<file path="config.mk">
export PLATFORM = sky130hd
export DESIGN_NAME = register_file
export DESIGN_NICKNAME = d
export VERILOG_FILES = /design/src/rtl/register_file.sv
export SDC_FILE = /design/constraint.sdc
export NUM_CORES = 1
export LEC_CHECK = 0
export BUFFER_PORTS_ARGS = -buffer_cell sky130_fd_sc_hd__buf_2
export CORE_MARGIN = 2
export CORE_UTILIZATION = 42
export DETAILED_ROUTE_END_ITERATION = 10
export GPL_TIMING_DRIVEN = 0
export PLACE_DENSITY_LB_ADDON = 0.3
export SLEW_MARGIN = 40
export SYNTH_ARGS = -nofsm -noshare
export SYNTH_HDL_FRONTEND = slang
export SYNTH_SLANG_ARGS = --single-unit
</file>
<file path="constraint.sdc">
create_clock -name clk -period 2.6 [get_ports clk]
set_clock_uncertainty 0.2 [all_clocks]
set_input_delay 0.26 -clock clk [delete_from_list [all_inputs] [get_ports clk]]
set_output_delay 0.26 -clock clk [all_outputs]
set_load 0.02 [all_outputs]
</file>
<file path="src/rtl/register_file.sv">
// Four-entry register file behind a one-deep write-back stage.
// Reads bypass the pending write so a captured value is visible one edge before it commits.
package opcode_pkg;
  typedef enum logic [3:0] {
    OPCODE_ADD  = 4'h0,
    OPCODE_ADDI = 4'h1,
    OPCODE_SUB  = 4'h2,
    OPCODE_SUBI = 4'h3,
    OPCODE_AND  = 4'h4,
    OPCODE_OR   = 4'h5,
    OPCODE_XOR  = 4'h6,
    OPCODE_NOT  = 4'h7,
    OPCODE_LSL  = 4'h8,
    OPCODE_LSR  = 4'h9,
    OPCODE_LDUR = 4'hA,
    OPCODE_STUR = 4'hB,
    OPCODE_CBZ  = 4'hC,
    OPCODE_B    = 4'hD,
    OPCODE_MOV1 = 4'hE,
    OPCODE_MOV2 = 4'hF
  } opcode_t;
endpackage

module register_file
  import opcode_pkg::*;
#(
  parameter int DATA_WIDTH = 8,
  parameter int NUM_REGS   = 4
) (
  input  logic                  clk,
  input  logic                  rst_n,
  input  logic                  instr_valid,
  input  logic [7:0]            instruction,
  input  logic [DATA_WIDTH-1:0] data_in,
  input  logic                  stall,
  input  logic [1:0]            rd_addr_a,
  input  logic [1:0]            rd_addr_b,
  output logic [DATA_WIDTH-1:0] rd_data_a,
  output logic [DATA_WIDTH-1:0] rd_data_b,
  output logic                  wb_pending,
  output logic [7:0]            write_count
);

  logic [DATA_WIDTH-1:0] regs [NUM_REGS];
  logic                  wb_valid;
  logic [1:0]            wb_addr;
  logic [DATA_WIDTH-1:0] wb_data;
  logic [7:0]            commit_cnt;

  opcode_t op;
  logic    writes_rd;
  logic    capture;

  assign op = opcode_t'(instruction[7:4]);

  always_comb begin
    writes_rd = 1'b0;
    case (op)
      OPCODE_ADD, OPCODE_ADDI, OPCODE_SUB, OPCODE_SUBI,
      OPCODE_AND, OPCODE_OR, OPCODE_XOR, OPCODE_NOT,
      OPCODE_LSL, OPCODE_LSR, OPCODE_LDUR,
      OPCODE_MOV1, OPCODE_MOV2:                    writes_rd = 1'b1;
      default:                                     writes_rd = 1'b0;
    endcase
  end

  assign capture = instr_valid & writes_rd;

  always_ff @(posedge clk or negedge rst_n) begin
    if (!rst_n) begin
      for (int unsigned i = 0; i < NUM_REGS; i++) regs[i] <= '0;
      wb_valid   <= 1'b0;
      wb_addr    <= '0;
      wb_data    <= '0;
      commit_cnt <= '0;
    end else if (!stall) begin
      // The older write commits while a newer one may enter the stage on the same edge.
      if (wb_valid) begin
        regs[wb_addr] <= wb_data;
        commit_cnt    <= commit_cnt + 8'd1;
      end
      wb_valid <= capture;
      if (capture) begin
        wb_addr <= instruction[3:2];
        wb_data <= data_in;
      end
    end
  end

  always_comb begin
    rd_data_a = regs[rd_addr_a];
    rd_data_b = regs[rd_addr_b];
    if (wb_valid && (wb_addr == rd_addr_a)) rd_data_a = wb_data;
    if (wb_valid && (wb_addr == rd_addr_b)) rd_data_b = wb_data;
  end

  assign wb_pending  = wb_valid;
  assign write_count = commit_cnt;

endmodule

</file>
### Word-level counts from Yosys, hierarchy flattened

Memories as Yosys holds them, arrays and structs flattened.
Cells that the tools add are included.

* flip-flop bits (word level): 51
* bits in read-only memories: 16
* input port bits: 24
* output and inout port bits: 25
* word-level logic and storage cells: 37
* memories: 1

Memories
* (no name shown): words 16, bits a word 1, rd ports 1, clocked after memory_dff 0, wr ports 0, RTL line 58 `case (op)`

* add/sub/neg operators: 1
* $lt $le $gt $ge: 4
* equal/unequal tests: 2
* multiplexer cells: 11
* bitwise logic cells: 5
* reductions and logical operators: 5

Operators with widths (count)
* 8-bit two-way mux: 7
* 8-bit binary-select mux with 2-bit select: 2
* 32-bit bitwise mux: 1
* 8-bit demux with 2-bit select: 1
* 3-bit greater-or-equal comparator (second input constant): 3
* 2-bit inverter with 3-bit output: 3
* 8-bit by 1-bit adder with 8-bit output (second input constant): 1
* 2-bit equality test: 2
* 2-bit AND reduction: 2
* 1-bit logical AND: 3
* 3-bit by 1-bit < comparator with 1-bit output (second input constant): 1
* 1-bit AND: 1
* 1-bit inverter: 1

### Logic depth before layout (Yosys ltp)

* depth after elaboration: 6
* mapped depth: 5

### Worst setup path before layout

OpenSTA, ideal clock, no wires.

* path type: register -> register
* start: register wb_valid (netlist: wb_pending)
* end: register regs[24] (netlist bit)
* data arrival time: 1480 ps
* required time: 2275 ps
* slack: 796 ps
* cell stages (with the launch flop): 5
* buffers on the path: 1
* path through: dfrtp_1 nor2b_1 buf_4 nor3b_4 mux2_2

* longest elaborated chain between the ends: 1

Ends and longest elaborated chain
* start, declared: RTL line 45 `logic wb_valid;`
* start signal, assigned: RTL line 82 `wb_valid <= capture;`
* 2-bit AND reduction (no line)
* end signal, assigned by index: RTL line 79 `regs[wb_addr] <= wb_data;`
* end, declared: RTL line 44 `logic [DATA_WIDTH-1:0] regs [NUM_REGS];`

No other way between the ends.
A chain may end at the register's enable or synchronous reset.

### Worst setup path in the final report

* start: register wb_addr[1]
* end: output port rd_data_b[0]

* longest elaborated chain between the ends: 3

Ends and longest elaborated chain
* start, declared: RTL line 46 `logic [1:0] wb_addr;`
* start signal, assigned: RTL line 84 `wb_addr <= instruction[3:2];`
* 2-bit equality test: RTL line 94 `if (wb_valid && (wb_addr == rd_addr_b)) rd_data_b = wb_data;`
* 1-bit logical AND: RTL line 94
* 8-bit two-way mux: RTL line 94
* end, declared: RTL line 39 `output logic [DATA_WIDTH-1:0] rd_data_b,`

No other way between the ends.

==> impl_metrics.ini <==
[outcome]
status = complete, no violations

[global_routing]
grt_pass1_vias = 1679
top_usage_layer = met2
met3_usage = 0.0337
grt_start_max_net_pins = 52
grt.total_usage = 0.169
antenna_found_initial = 0
grt_pass1_wl_um = 8350
use_met1 = 0.223
gr-total-overflow = 0
gr-usage-met2 = 0.281

[critical_path]
path_cells = buf_2 > xnor2_1 > nand3_1 > mux2_2 > buf_2
max_stage_delay_ps = 430
rr_worst_depth = 4
path_delay_family = multiplexers
r2r-start = wb_pending
worstSetupStartpoint = wb_addr[1]
crit_end = rd_data_b[0]
crit_top_cell = buf_2
cp.required_ps = 2140
cpMaxStageDelayCell = mux2_2
reg2reg_to = regs[30]
worstPathMaxFanout = 8
crit_arrival_ps = 2020
r2r_setup_slack_ps = 620
end_kind = output pin
worst-path-buf-inv = 2
critPathKind = register to output pin
start_kind = register
cp.depth = 5

[pwr]
vdd_drop_max_uv = 523
p_sw_mw = 1.03
p_leak_nw = 1.38
p_clk_frac = 0.170
p_int_mw = 2.09
pwr-share-seq = 0.433
cellPowerDensity_mw_per_mm2 = 1000
netSwitchingFraction = 0.331
pwr-share-comb = 0.397

[floorplan]
dieWidth_um = 82.6
die_y_um = 82.6
core.rowCount = 28
dieArea_mm2 = 0.00682
core_area_mm2 = 0.00596
start_util = 0.436
io_pins = 49

[timing]
max_clock_freq_ghz = 0.404
hold_ws_ps = 3.45
hold_viol_final = 0
fin_crit_ps = 2480
finalCritPeriodShare = 0.952
tightest_slew_ps = 636
slew-limit-headroom = 0.576
setup_viol = 0
setup-tns-final_ps = 0
rsz0062_at_grt = false
slew_viol_final = 0

[finish]
layout-drive-gt1-share = 0.590
layout.nets = 254
stdcell_count = 304
antenna_cells = 0
fin_util = 0.523
syn_to_final_growth_pct = 20.2
final_area_mm2 = 0.00312

[clock_network]
cts_max_level = 2
worstSkewPairLatency_ps = 300
cts_max_path_buffers = 2
cts_buffers = 5
cts_resized = 0
cts-root-buf = clkbuf_8
clock_sinks = 51
cts_tree = done
clk_pin_slew_ps = 90

[yosys]
avgSynthCellArea_um2 = 15.3
synth_top_family_by_area = multiplexers
synth-compound-area-share = 0.00338
ys_seq_elements = 51
synthSimpleGateAreaFrac = 0.0439
synthCells = 169
netlist_area_mm2 = 0.00259
yosys.cell_types.count = 18
synth_nets = 194
seq_area_frac_synth = 0.492
synthAdderAreaFrac = 0.00482
synth_xor_area_frac = 0.0371
muxShareOfSynthArea = 0.399
ys_warn_count = 0

[placement]
gp_congestion = 0.694
dpl_cell_area_mm2 = 0.00290
placedCellCount = 286
dp_hpwl_um = 3250
portBuffers = 42

[detailed_routing]
drtAntennaViolNets = 0
vias = 1615
drtIter0Drc = 64
vias_per_cell = 5.31
wire_per_inst_um = 16.5
firstDrtPassIters = 4
wl_um = 5020
drc_errors = 0

[job]
maxCapViolCount = 0

[worst_hold_path]
whs_path_depth = 3
hold_path_class = input pin to register
min_from = stall
[worst register-to-register path, delay by kind of cell (launching register included)]
kind | cells | cell delay, ps
buffers and inverters | 1 | 180
DFF | 1 | 420
muxes | 1 | 410
and+or+nand+nor | 2 | 670
[power by group through the flow]
stage,combinational (mW),sequential (mW),clock (mW)
after global routing,1.35,1.41,0.576
after CTS,1.26,1.35,0.549
after detailed placement,1.24,1.37,0
final,1.24,1.36,0.532
after global placement,1.21,1.35,0
after floorplan,0.914,1.34,0
[state kept, by name, indices dropped and copies added (netlist names)]
register and cells:
wb_data 8, wb_pending 1, wb_addr 2, write_count 8
regs 32
[final cells by class]
cell class,count,area [um^2]
Clock inverter,2,37.5
Fill cell,533,2840
Clock buffer,5,68.8
Buffer,8,47.5
Tap cell,75,93.8
Inverter,1,3.75
Multi-Input combinational cell,109,1270
Timing Repair Buffer,53,323
Sequential cell,51,1280
[cells in the final DEF (no fill, tap or decap)]
master / synthesis / final
buf_2: 5 / 46
xor2_1: 2 / 2
mux2_2: 59 / 59
a211o_1: 1 / 1
ha_1: 1 / 1
clkinvlp_4: 0 / 1
bufinv_16: 0 / 1
clkbuf_8: 0 / 5
dfrtp_1: 51 / 51
dlygate4sd3_1: 0 / 11
nand2_1: 8 / 8
mux4_2: 16 / 16
inv_1: 1 / 1
nor2_2: 2 / 2
nor2b_1: 1 / 1
and3_1: 2 / 2
nor3b_4: 1 / 1
xnor2_1: 9 / 9
buf_4: 3 / 4
mux2i_1: 1 / 1
and4_1: 1 / 1
nand3_1: 5 / 5
[repair_timing]
item	4_1_cts	5_1_grt
endpoints found under the hold margin	61	0
hold buffers	11	0
buffers inserted	0	0
endpoints found under the setup margin	0	0
[worst min path at each step]
stage	slack [ps]	to
after floorplan	-240	regs[0]
after global placement	260	write_count[7]
after detailed placement	130	regs[27]
after CTS	0.2	wb_pending
after global routing	40	wb_pending
final	3	wb_pending
[synthesized netlist by cell type]
library cell / number / share of area
buf_4: 3 / 0.0087
mux4_2: 16 / 0.14
xnor2_1: 9 / 0.030
dfrtp_1: 51 / 0.49
mux2_2: 59 / 0.26
nor3b_4: 1 / 0.0072
a211o_1: 1 / 0.0034
inv_1: 1 / 0.0014
mux2i_1: 1 / 0.0039
ha_1: 1 / 0.0048
nand2_1: 8 / 0.012
nor2b_1: 1 / 0.0024
xor2_1: 2 / 0.0068
and4_1: 1 / 0.0034
nand3_1: 5 / 0.0096
nor2_2: 2 / 0.0048
and3_1: 2 / 0.0048
buf_2: 5 / 0.0096
[metrics by stage]
step,setup slack (ps),total power [mW]
after floorplan,796,2.26
after global placement,477,2.56
after detailed placement,459,2.60
after CTS,119,3.16
after global routing,13.9,3.33
final,124,3.13
[cells by family (layout without fill, tap and decap cells)]
logic type,Yosys count,in the layout
muxes,76,76
DFF,51,51
and+or+nand+nor,20,20
xor gates and xnor gates,11,11
buffers and inverters,9,69
adders and majority gates,1,1
AOI/OAI and AO/OA,1,1
[routing by layer]
metal,vias up,wire [um],share of wire
met5,-,0,0
met4,0,65,0.013
met3,6,204,0.041
met2,33,2490,0.50
met1,824,2270,0.45
li1,752,-,-
Note: power is estimated with default switching activity, not from simulation.
